**src/rtl/mem_arbiter_2p_pkg.sv**
```systemverilog
// Shared widths, state encoding, port indices and command payload for the two-port memory arbiter.
package mem_arbiter_2p_pkg;

    localparam int unsigned ADDR_W = 8;
    localparam int unsigned DATA_W = 8;

    typedef enum logic [1:0] {
        ST_IDLE   = 2'd0,
        ST_ACCESS = 2'd1,
        ST_RESP   = 2'd2
    } arb_state_e;

    localparam logic PORT_CPU = 1'b0;
    localparam logic PORT_LDR = 1'b1;

    typedef struct packed {
        logic              we;
        logic [ADDR_W-1:0] addr;
        logic [DATA_W-1:0] wdata;
    } mem_cmd_t;

    // Port 1 keeps the favour while it holds its burst lock; otherwise hand it to the other port.
    function automatic logic next_rr_ptr(input logic owner, input logic lock1);
        return (owner == PORT_LDR && lock1) ? PORT_LDR : ~owner;
    endfunction

endpackage

```
**src/rtl/mem_arbiter_2p_if.sv**
```systemverilog
// Requester and memory-side signal bundle of the two-port memory arbiter.
interface mem_arbiter_2p_if;
    import mem_arbiter_2p_pkg::*;

    logic              req0, req1;
    logic              we0, we1;
    logic [ADDR_W-1:0] addr0, addr1;
    logic [DATA_W-1:0] wdata0, wdata1;
    logic              lock1;
    logic              ack0, ack1;
    logic [DATA_W-1:0] rdata0, rdata1;
    logic              busy;
    logic              mem_we;
    logic [ADDR_W-1:0] mem_addr;
    logic [DATA_W-1:0] mem_d_i;
    logic [DATA_W-1:0] mem_d_o;

    // Requesters and the memory model sit on the master side.
    modport master (
        output req0, req1, we0, we1, addr0, addr1, wdata0, wdata1, lock1, mem_d_o,
        input  ack0, ack1, rdata0, rdata1, busy, mem_we, mem_addr, mem_d_i
    );

    modport slave (
        input  req0, req1, we0, we1, addr0, addr1, wdata0, wdata1, lock1, mem_d_o,
        output ack0, ack1, rdata0, rdata1, busy, mem_we, mem_addr, mem_d_i
    );

endinterface

```
**src/rtl/mem_arbiter_2p_rr_arb2.sv**
```systemverilog
// Combinational two-way picker: round-robin on rr_ptr or fixed priority to port 0.
module rr_arb2
    import mem_arbiter_2p_pkg::*;
(
    input  logic req0,
    input  logic req1,
    input  logic rr_ptr,
    input  logic rr_en,
    output logic grant_c,
    output logic valid_c
);

    always_comb begin
        valid_c = req0 | req1;
        grant_c = PORT_CPU;
        if (req0 && req1) begin
            grant_c = rr_en ? rr_ptr : PORT_CPU;
        end else if (req1) begin
            grant_c = PORT_LDR;
        end
    end

endmodule

```
**src/rtl/mem_arbiter_2p.sv**
```systemverilog
// Shares one single-port memory between a CPU port and a loader port; three cycles per access.
module mem_arbiter_2p
    import mem_arbiter_2p_pkg::*;
#(
    parameter bit RR_EN = 1'b1
) (
    input logic             clk,
    input logic             rst_n,
    mem_arbiter_2p_if.slave bus
);

    arb_state_e        state_q, state_d;
    logic              owner_q, owner_d;
    logic              rr_ptr_q, rr_ptr_d;
    mem_cmd_t          cmd_q, cmd_d;
    logic              ack0_q, ack0_d, ack1_q, ack1_d;
    logic [DATA_W-1:0] rdata0_q, rdata0_d, rdata1_q, rdata1_d;
    logic              busy_q, busy_d;
    logic              grant_c, grant_valid_c;

    rr_arb2 u_rr_arb2 (
        .req0    (bus.req0),
        .req1    (bus.req1),
        .rr_ptr  (rr_ptr_q),
        .rr_en   (1'(RR_EN)),
        .grant_c (grant_c),
        .valid_c (grant_valid_c)
    );

    always_ff @(posedge clk or negedge rst_n) begin
        if (!rst_n) begin
            state_q  <= ST_IDLE;
            owner_q  <= PORT_CPU;
            rr_ptr_q <= PORT_CPU;
            cmd_q    <= '0;
            ack0_q   <= 1'b0;
            ack1_q   <= 1'b0;
            rdata0_q <= '0;
            rdata1_q <= '0;
            busy_q   <= 1'b0;
        end else begin
            state_q  <= state_d;
            owner_q  <= owner_d;
            rr_ptr_q <= rr_ptr_d;
            cmd_q    <= cmd_d;
            ack0_q   <= ack0_d;
            ack1_q   <= ack1_d;
            rdata0_q <= rdata0_d;
            rdata1_q <= rdata1_d;
            busy_q   <= busy_d;
        end
    end

    // Write enable is a single-cycle strobe: cleared by default, only set when a command is captured.
    always_comb begin
        state_d  = state_q;
        owner_d  = owner_q;
        rr_ptr_d = rr_ptr_q;
        cmd_d    = cmd_q;
        cmd_d.we = 1'b0;
        ack0_d   = 1'b0;
        ack1_d   = 1'b0;
        rdata0_d = rdata0_q;
        rdata1_d = rdata1_q;
        busy_d   = busy_q;

        unique case (state_q)
            ST_IDLE: begin
                if (grant_valid_c) begin
                    owner_d = grant_c;
                    cmd_d   = (grant_c == PORT_LDR)
                            ? mem_cmd_t'{we: bus.we1, addr: bus.addr1, wdata: bus.wdata1}
                            : mem_cmd_t'{we: bus.we0, addr: bus.addr0, wdata: bus.wdata0};
                    busy_d  = 1'b1;
                    state_d = ST_ACCESS;
                end
            end
            ST_ACCESS: begin
                if (!cmd_q.we) begin
                    if (owner_q == PORT_LDR) rdata1_d = bus.mem_d_o;
                    else                     rdata0_d = bus.mem_d_o;
                end
                ack0_d  = (owner_q == PORT_CPU);
                ack1_d  = (owner_q == PORT_LDR);
                state_d = ST_RESP;
            end
            ST_RESP: begin
                rr_ptr_d = next_rr_ptr(owner_q, bus.lock1);
                busy_d   = 1'b0;
                state_d  = ST_IDLE;
            end
            default: begin
                state_d = ST_IDLE;
            end
        endcase
    end

    assign bus.ack0     = ack0_q;
    assign bus.ack1     = ack1_q;
    assign bus.rdata0   = rdata0_q;
    assign bus.rdata1   = rdata1_q;
    assign bus.busy     = busy_q;
    assign bus.mem_we   = cmd_q.we;
    assign bus.mem_addr = cmd_q.addr;
    assign bus.mem_d_i  = cmd_q.wdata;

endmodule

```
**src/flat_wrapper.sv**
```systemverilog
// flat-port wrapper written by rule: the top's interface ports become plain ports
module mem_arbiter_2p_flat import mem_arbiter_2p_pkg::*;
#(
    parameter bit RR_EN = 1'b1
)
  (clk, rst_n, bus_req0, bus_req1, bus_we0, bus_we1, bus_addr0, bus_addr1, bus_wdata0, bus_wdata1, bus_lock1, bus_mem_d_o, bus_ack0, bus_ack1, bus_rdata0, bus_rdata1, bus_busy, bus_mem_we, bus_mem_addr, bus_mem_d_i);
  mem_arbiter_2p_if bus_i ();
  input logic clk;
  input logic rst_n;
  input wire logic [$bits(bus_i.req0)-1:0] bus_req0;
  input wire logic [$bits(bus_i.req1)-1:0] bus_req1;
  input wire logic [$bits(bus_i.we0)-1:0] bus_we0;
  input wire logic [$bits(bus_i.we1)-1:0] bus_we1;
  input wire logic [$bits(bus_i.addr0)-1:0] bus_addr0;
  input wire logic [$bits(bus_i.addr1)-1:0] bus_addr1;
  input wire logic [$bits(bus_i.wdata0)-1:0] bus_wdata0;
  input wire logic [$bits(bus_i.wdata1)-1:0] bus_wdata1;
  input wire logic [$bits(bus_i.lock1)-1:0] bus_lock1;
  input wire logic [$bits(bus_i.mem_d_o)-1:0] bus_mem_d_o;
  output wire logic [$bits(bus_i.ack0)-1:0] bus_ack0;
  output wire logic [$bits(bus_i.ack1)-1:0] bus_ack1;
  output wire logic [$bits(bus_i.rdata0)-1:0] bus_rdata0;
  output wire logic [$bits(bus_i.rdata1)-1:0] bus_rdata1;
  output wire logic [$bits(bus_i.busy)-1:0] bus_busy;
  output wire logic [$bits(bus_i.mem_we)-1:0] bus_mem_we;
  output wire logic [$bits(bus_i.mem_addr)-1:0] bus_mem_addr;
  output wire logic [$bits(bus_i.mem_d_i)-1:0] bus_mem_d_i;
  assign bus_i.req0 = bus_req0;
  assign bus_i.req1 = bus_req1;
  assign bus_i.we0 = bus_we0;
  assign bus_i.we1 = bus_we1;
  assign bus_i.addr0 = bus_addr0;
  assign bus_i.addr1 = bus_addr1;
  assign bus_i.wdata0 = bus_wdata0;
  assign bus_i.wdata1 = bus_wdata1;
  assign bus_i.lock1 = bus_lock1;
  assign bus_i.mem_d_o = bus_mem_d_o;
  assign bus_ack0 = bus_i.ack0;
  assign bus_ack1 = bus_i.ack1;
  assign bus_rdata0 = bus_i.rdata0;
  assign bus_rdata1 = bus_i.rdata1;
  assign bus_busy = bus_i.busy;
  assign bus_mem_we = bus_i.mem_we;
  assign bus_mem_addr = bus_i.mem_addr;
  assign bus_mem_d_i = bus_i.mem_d_i;
  mem_arbiter_2p #(.RR_EN(RR_EN)) u_core (.clk(clk), .rst_n(rst_n), .bus(bus_i));
endmodule
```
**config.mk**
```make
export PLATFORM = sky130hd
export DESIGN_NAME = mem_arbiter_2p_flat
export DESIGN_NICKNAME = d
export VERILOG_FILES = /design/src/rtl/mem_arbiter_2p_pkg.sv /design/src/rtl/mem_arbiter_2p_if.sv /design/src/rtl/mem_arbiter_2p_rr_arb2.sv /design/src/rtl/mem_arbiter_2p.sv /design/src/flat_wrapper.sv
export SDC_FILE = /design/constraint.sdc
export NUM_CORES = 1
export LEC_CHECK = 0
export ABC_AREA = 1
export CORE_MARGIN = 3
export CORE_UTILIZATION = 45
export DETAILED_ROUTE_END_ITERATION = 10
export PLACE_DENSITY_LB_ADDON = 0.08
export SYNTH_ARGS = -nofsm -noshare
export SYNTH_HDL_FRONTEND = slang
export SYNTH_SLANG_ARGS = --single-unit
export TNS_END_PERCENT = 30
```
**constraint.sdc**
```tcl
create_clock -name clk -period 1.8 [get_ports clk]
set_input_delay 0.54 -clock clk [delete_from_list [all_inputs] [get_ports clk]]
set_output_delay 0.54 -clock clk [all_outputs]
set_load 0.005 [all_outputs]
```
# After elaboration in Yosys (flattened, before gate mapping)

Cells that the tools add are included.

Mux-type cells: 12
Reductions and logical operators: 8
Bitwise logic cells: 3
Eq/ne operators: 3

Operators by type and width:

| operator             | count |
|---|---|
| $mux W17             | 3 |
| $mux W1              | 6 |
| $reduce_and A3 Y1    | 2 |
| $pmux W2 S2          | 1 |
| $reduce_and A2 Y1    | 2 |
| $eq A2 B1 Y1 const B | 1 |
| $eq A2 B2 Y1 const B | 1 |
| $logic_and A1 B1 Y1  | 2 |
| $logic_not A2 Y1     | 1 |
| $mux W2              | 1 |
| $ne A2 B1 Y1 const B | 1 |
| $not A1 Y1           | 2 |
| $pmux W1 S2          | 1 |
| $reduce_bool A2 Y1   | 1 |
| $or A1 B1 Y1         | 1 |

Output and inout bits: 36
Input bits: 47
Register bits: 40

# Depth between registers and ports, before layout

Gate-level depths: netlist (run 1).

Depth after elaboration: 5
Gate-level depth with buffers: 7
Depth with buffers taken out: 6

# Cells and area by module

Synthesis (run 1) repeated with hierarchy kept, for this count alone.

Cells, all modules: 225
Area total of the unflattened synthesis: 1845.5 sq um

Modules (own cells, without submodules):

| module         | area each (sq um) | times used | cells an instance |
|---|---|---|---|
| mem_arbiter_2p | 1826.8            | 1          | 221 |
| rr_arb2        | 18.8              | 1          | 4 |

# Least setup slack after synthesis (run 1)

OpenSTA, ideal clock, no wires.

Kind: input to register
From: in bus_req1
To: reg u_core.cmd_q, in the netlist u_core.bus.mem_addr[0]
Data arrival time: 1.103 ns
Library setup time: 0.117 ns
Slack: 0.580 ns
Path buffers: 2
Cell stages on the path: 6
Data required time: 1.683 ns
Cells stage by stage: buf_4 > nand2_2 > buf_4 > nand2_1 > nand3_1 > nand2_1

Cells in the longest elaborated chain, start to end: 3

Ends and longest elaborated chain:

| what                                           | RTL line                                                   | RTL |
|---|---|---|
| start: declaration                             | flat_wrapper.sv:11                                         | `input wire logic [$bits(bus_i.req1)-1:0] bus_req1;` |
| $mux W1 or $logic_and A1 B1 Y1 (tied branches) | mem_arbiter_2p_rr_arb2.sv:18, mem_arbiter_2p_rr_arb2.sv:16 |  |
| $mux W1                                        | mem_arbiter_2p_rr_arb2.sv:16                               | `if (req0 && req1) begin` |
| $mux W17                                       | mem_arbiter_2p.sv:72                                       | `? mem_cmd_t'{we: bus.we1, addr: bus.addr1, wdata: bus.wdata1}` |
| end signal: assignment                         | mem_arbiter_2p.sv:45                                       | `cmd_q <= cmd_d;` |
| end: declaration                               | mem_arbiter_2p.sv:15                                       | `mem_cmd_t cmd_q, cmd_d;` |

Parallel ways exist; a longest one is shown, timed or not.
A chain may end at the register's enable or synchronous reset.

# Worst setup path in the final report (run 1)

From: reg u_core.cmd_q, in the netlist u_core.bus.mem_d_i[1]
To: out bus_mem_d_i[1]

RTL lines:

| what             | RTL line           | RTL |
|---|---|---|
| end: declaration | flat_wrapper.sv:27 | `output wire logic [$bits(bus_i.mem_d_i)-1:0] bus_mem_d_i;` |

No word-level cell between the ends.

==> reports/metrics.csv, run 1 <==
stage,metric,value,unit
synthesis,ys flop type,dfrtp_1,
synthesis,"area leader, netlist",dfrtp_1,
pwr,power per cell area,1470,nW/um^2
synthesis,"Warnings, synthesis",0,
grt,number of global-route vias before repair,1564,
synthesis,Synth top area share,0.513,
synthesis,cells after synthesis,228,
clocking,clock buffer count from CTS,5,
place,Post-DP HPWL,3200,um
grt,first-pass GRT wire length,7250,um
route,via/cell ratio,4.60,
clocking,clock sinks,40,
place,DP Area,2830,um^2
critical_path,RR Startpoint,u_core.state_q[1],
synthesis,"Async S/R FF share, synth",1.00,
floorplan,I/O pins,83,
critical_path,r2r setup slk,0.61,ns
synthesis,Post-Syn Area per Cell,8.56,um^2
sta,Fmax achieved,586,MHz
floorplan,Initial Util,0.477,
synthesis,synth top area cells,"dfrtp_1 (51%), nand2_1 (12%), inv_1 (8.5%), nand3_1 (8.2%), o21ai_2 (7.2%)",
route,M1 WL,1890,um
critical_path,Critical Path AT,1.17,ns
synthesis,"Seq/Total Area, Yosys",0.513,
floorplan,Core ar.,4090,um^2
synthesis,Post-Syn Nets,275,
clocking,"Clk pin slew, worst setup/hold paths",0.07,ns
cells_and_area,Layout Nets,362,
route,total number of vias,1682,
cells_and_area,"Core Util, Final",0.714,
place,GP Congestion,0.717,
route,starting DRC count in detailed routing,67,
critical_path,crit path kind,flip-flop to primary output,
synthesis,Mapped Area,1950,um^2
pwr,maximum vdd drop,0.613,mV
clocking,H-tree levels,2,
cells_and_area,ANT cells,0,
job,MaxCap Viol Count,0,
pwr,cell leakage power,1.47,nW
sta,period utilisation layout,0.948,
critical_path,Crit path buffers/inverters,1,
critical_path,crit end category,primary output,
route,metal2 WL,2130,um
clocking,PostCTS Resize Cnt,0,
synthesis,Synth cell types,20,
clocking,Root Buffer,clkbuf_8,
floorplan,Site Rows,23,
route,met3 wire len,271,um
sta,Final Hold Vio Count,0,
synthesis,"EDFF count, synth",0,
grt,antenna violations before repair,0,
clocking,clock buffer depth,2,
critical_path,critical path peak fanout,2,
critical_path,worst r2r path cells,4,
sta,RSZ-0062 raised after global routing,false,
sta,Worst Tran Pin Value,0.493,ns
critical_path,critical-path cell list,clkdlybuf4s50_1,
synthesis,synthesized flop and latch total,40,
route,post-route ant nets,0,
route,Top Layer Used,met4,
route,remaining routing DRC violations,0,
route,Total Wirelength,4350,um
sta,Clock Skew,0.00315,ns
floorplan,Die Wd,71.8,um
sta,min Tclk post-route,1.71,ns
route,DRT Pass-1 Iters,4,
clocking,CTS tree,built,
min_path,Hold WC Path Type,primary input to async pin,
sta,setup_tns,0,ns
grt,gr usage total,0.181,
clocking,Worst-Skew Late Latency,0.28,ns
critical_path,FF-to-FF End,u_core.bus.rdata0[3],
grt,grt total ovfl,0,
grt,largest net degree at the start of global routing,41,
run_status,status,"complete, no violations",
cells_and_area,filler cell count,343,
critical_path,CP startpoint kind,flip-flop,
cells_and_area,layout cells sized above 1,0.139,
critical_path,Required @ worst endpoint,1.26,ns
critical_path,"slowest stage delay, CP",0.51,ns
floorplan,chip height,71.8,um
cells_and_area,P&R area growth vs syn,49.6,%
critical_path,Crit-path slowest cell,clkdlybuf4s50_1,
sta,fin. max-slew vios,0,
sta,Slew headroom,0.671,
place,port bufs,82,
sta,Final setup viols,0,
cells_and_area,final instance area,2920,um^2
clocking,CTS Hold Buffers Added,0,
critical_path,"delay-heaviest family, CP",buffers and inverters,
route,DR WL/cell,11.9,um
floorplan,die area,5160,um^2
clocking,Post-CTS Setup Bufs,0,
==> flip-flops by register name, indices dropped and copies added, names as in the netlist, 2 cells and up <==
signal,count
u_core.bus.rdata0,8
u_core.state_q,2
u_core.bus.rdata1,8
u_core.bus.mem_d_i,8
u_core.bus.mem_addr,8
==> where the power goes <==
part           switching, W  internal, W  leakage, nW
clock              0.000286     0.000312       0.0455
combinational      0.000932      0.00116        0.936
sequential         0.000255      0.00134        0.490
==> cell usage after synthesis, types with 2 or more instances <==
cell type / count
nor2_1: 4
nand2_1: 63
dfrtp_1: 40
buf_2: 2
inv_2: 2
o21ai_2: 16
inv_1: 44
nand3_1: 32
buf_4: 2
nand3_4: 2
buf_6: 4
o21ai_0: 3
nand2_2: 7
==> placed cells by master, fill, tap and decap left out, types with 2 or more instances in the layout <==
cell	Yosys	final
buf_12	0	2
buf_4	2	4
clkbuf_1	0	2
clkbuf_8	0	6
clkdlybuf4s50_1	0	81
dfrtp_1	40	40
inv_1	44	44
inv_2	2	2
nand2_1	63	63
nand2_2	7	7
nand3_1	32	32
nand3_4	2	2
nor2_1	4	4
o21ai_0	3	3
o21ai_2	16	16
==> metrics by stage <==
stage | hold slack, ns | setup WS, ns | total power, W | std cells
after floorplan | 0.244 | 0.580 | 0.00264 | 228
after global placement | 0.461 | 0.0450 | 0.00368 | 358
after detailed placement | 0.469 | 0.0289 | 0.00373 | 358
after CTS | 0.323 | 0.0825 | 0.00434 | 366
after global routing | 0.331 | 0.0403 | 0.00464 | 366
final | 0.301 | 0.0938 | 0.00428 | 366
==> worst max path at each step <==
stage | from | end | slack (ns) | cells past startpoint
after global routing | u_core.bus.mem_we | bus_mem_we | 0.04 | 1
after detailed placement | bus_req1 | u_core.bus.mem_d_i[4] | 0.03 | 6
after CTS | u_core.bus.mem_d_i[1] | bus_mem_d_i[1] | 0.08 | 1
final | u_core.bus.mem_d_i[1] | bus_mem_d_i[1] | 0.09 | 1
after floorplan | bus_req1 | u_core.bus.mem_addr[0] | 0.58 | 6
after global placement | bus_req1 | u_core.owner_q | 0.05 | 6
==> kinds of logic (layout without fill, tap and decap cells) <==
| group | after synthesis | count (layout) | share of synthesized area |
|---|---|---|---|
| AND/OR/NAND/NOR | 112 | 112 | 0.275 |
| buffers and inverters | 55 | 143 | 0.128 |
| flip-flops | 40 | 40 | 0.513 |
| AO/OA/AOI/OAI | 21 | 21 | 0.0847 |
==> worst register-to-register path, delay by kind of cell, from the launching register on <==
kind,cells,cell delay [ns]
and+or+nand+nor,3,0.60
AOI/OAI and AO/OA,1,0.06
DFF,1,0.42
==> cell type report <==
class / instances / area, um^2 / share of cell area
flip-flops and latches: 40 / 1000 / 0.343
well taps: 50 / 62.6 / 0.0214
clock buffers: 8 / 90.1 / 0.0309
repair buffers: 88 / 886 / 0.303
multi-input cells: 133 / 701 / 0.240
inverters: 47 / 179 / 0.0613
==> metal layers <==
layer  vias to the layer above  global-route usage
li1                        870                   -
met1                       755               0.223
met2                        52               0.305
met3                         5              0.0477
met4                         0              0.0626
met5                         -                   0
No activity file was read; power rests on OpenSTA's default activity.
==> run 2, diff against run 1 <==
- CORE_MARGIN: 3 -> 2
==> run 2 against run 1 <==
Against the previous run: combinational power about the same; largest cell class unchanged; sequential cell count is the same; critical path type unchanged; final cell count is 0.55% lower; critical path depth unchanged; via count down 1.7%; register-to-register slack barely moved; first-iteration DRC count is 7.5% lower; global-route usage is 1.0 points higher.
==> reports/metrics.csv, run 2 (same netlist as run 1, synthesis figures left out) <==
stage,metric,value,unit
clocking,clock sinks,40,
clocking,CTS Hold Buffers Added,0,
grt,largest net degree at the start of global routing,23,
floorplan,Core ar.,4090,um^2
critical_path,r2r setup slk,0.61,ns
cells_and_area,P&R area growth vs syn,49.3,%
place,GP Congestion,0.776,
run_status,status,"complete, no violations",
floorplan,I/O pins,83,
critical_path,critical path peak fanout,2,
clocking,CTS tree,built,
floorplan,Die Wd,69.8,um
clocking,clock buffer depth,2,
clocking,"Clk pin slew, worst setup/hold paths",0.07,ns
sta,Worst Tran Pin Value,0.446,ns
clocking,Post-CTS Setup Bufs,0,
cells_and_area,filler cell count,339,
min_path,Hold WC Path Type,primary input to async pin,
sta,PnR worst setup slack,0.0990,ns
grt,GR peak layer,met2,
floorplan,Site Rows,23,
grt,antenna violations before repair,0,
cells_and_area,ANT cells,0,
sta,fin. max-slew vios,0,
clocking,PostCTS Resize Cnt,0,
grt,first-pass GRT wire length,7510,um
cells_and_area,"commonest non-fill, non-tap cells in the layout","clkdlybuf4s50_1 (81), nand2_1 (63), inv_1 (44)",
sta,RSZ-0062 raised after global routing,false,
critical_path,worst r2r path cells,4,
pwr,Total Power,0.00422,W
critical_path,Crit path buffers/inverters,1,
floorplan,chip height,69.8,um
place,Place WS,-0.00562,ns
clocking,Root Buffer,clkbuf_8,
sta,min Tclk post-route,1.70,ns
sta,Final Hold Vio Count,0,
sta,period utilisation layout,0.945,
pwr,Reg power frac,0.376,
floorplan,die area,4880,um^2
clocking,clock buffer count from CTS,5,
sta,Final setup viols,0,
route,via/cell ratio,4.54,
critical_path,Critical Path AT,1.16,ns
critical_path,crit path kind,flip-flop to primary output,
pwr,logic gate share of total power,0.494,
cells_and_area,layout cells sized above 1,0.137,
critical_path,critical-path cell list,clkdlybuf4s50_1,
grt,met3 Use GR,0.0523,
job,MaxCap Viol Count,0,
route,DR WL/cell,11.7,um
pwr,Int Power,0.00276,W
route,starting DRC count in detailed routing,62,
clocking,Worst-Skew Late Latency,0.28,ns
critical_path,"slowest stage delay, CP",0.51,ns
route,DRT Pass-1 Iters,4,
critical_path,"delay-heaviest family, CP",buffers and inverters,
pwr,cell leakage power,1.47,nW
sta,Fmax achieved,588,MHz
cells_and_area,Layout Nets,361,
pwr,Net Sw Frac,0.347,
grt,routing usage on met2,0.330,
critical_path,Required @ worst endpoint,1.26,ns
sta,Clock Skew,0.00298,ns
critical_path,RR Startpoint,u_core.state_q[1],
clocking,H-tree levels,2,
route,post-route ant nets,0,
pwr,power per cell area,1450,nW/um^2
pwr,maximum vdd drop,0.726,mV
critical_path,FF-to-FF End,u_core.bus.rdata0[7],
sta,Slew headroom,0.703,
grt,grt total ovfl,0,
pwr,sw power,0.00147,W
place,port bufs,82,
floorplan,Initial Util,0.477,
route,remaining routing DRC violations,0,
grt,number of global-route vias before repair,1691,
place,Post-DP HPWL,3180,um
critical_path,CP startpoint kind,flip-flop,
cells_and_area,multi-input logic area,701,um^2
critical_path,Crit-path slowest cell,clkdlybuf4s50_1,
critical_path,crit end category,primary output,
route,Total Wirelength,4250,um
grt,M1 GR Usage,0.230,
cells_and_area,Reg area,1000,um^2
grt,gr usage total,0.191,
cells_and_area,"most common cell after layout, fill and taps aside",clkdlybuf4s50_1,
pwr,clock share of power,0.131,
route,total number of vias,1654,
==> run 2: cell type report <==
cell class	count	area share
Clock inverter	1	0.00172
Inverter	47	0.0615
Sequential cell	40	0.344
Multi-Input combinational cell	133	0.241
Tap cell	50	0.0215
Timing Repair Buffer	87	0.306
Clock buffer	6	0.0249
==> run 2: per-stage QoR <==
step	utilization	hold WS [ns]	cell area [um^2]	cells	setup TNS, ns
floorplan	-	0.244	1950	228	0
global placement	0.694	0.464	2830	357	0
detailed placement	0.694	0.468	2830	357	-0.00562
CTS	0.712	0.204	2910	364	0
global route	0.712	0.222	2910	364	0
finish	0.712	0.191	2910	364	0
==> run 2: metal layers <==
layer | part of all wire | vias to the layer above
met3 | 0.070 | 6
met2 | 0.50 | 58
met1 | 0.41 | 727
li1 | - | 863
met4 | 0.012 | 0
met5 | 0 | -
==> run 2: worst max-delay path by stage <==
stage / from / endpoint / slack, ns / cells past startpoint
after detailed placement: bus_req1 / u_core.bus.mem_addr[2] / -0.006 / 6
after floorplan: bus_req1 / u_core.bus.mem_addr[0] / 0.58 / 6
after CTS: u_core.bus.mem_addr[7] / bus_mem_addr[7] / 0.09 / 1
after global placement: bus_req1 / u_core.bus.mem_d_i[1] / 0.05 / 6
final: u_core.bus.mem_d_i[6] / bus_mem_d_i[6] / 0.1 / 1
after global routing: u_core.bus.mem_d_i[5] / bus_mem_d_i[5] / 0.05 / 1
==> run 2: power by group through the flow <==
stage / combinational, W / sequential (W) / clock [W]
detailed placement: 0.00212 / 0.00160 / 0
global route: 0.00231 / 0.00165 / 0.000612
floorplan: 0.00102 / 0.00162 / 0
global placement: 0.00207 / 0.00160 / 0
CTS: 0.00212 / 0.00159 / 0.000573
finish: 0.00209 / 0.00159 / 0.000552
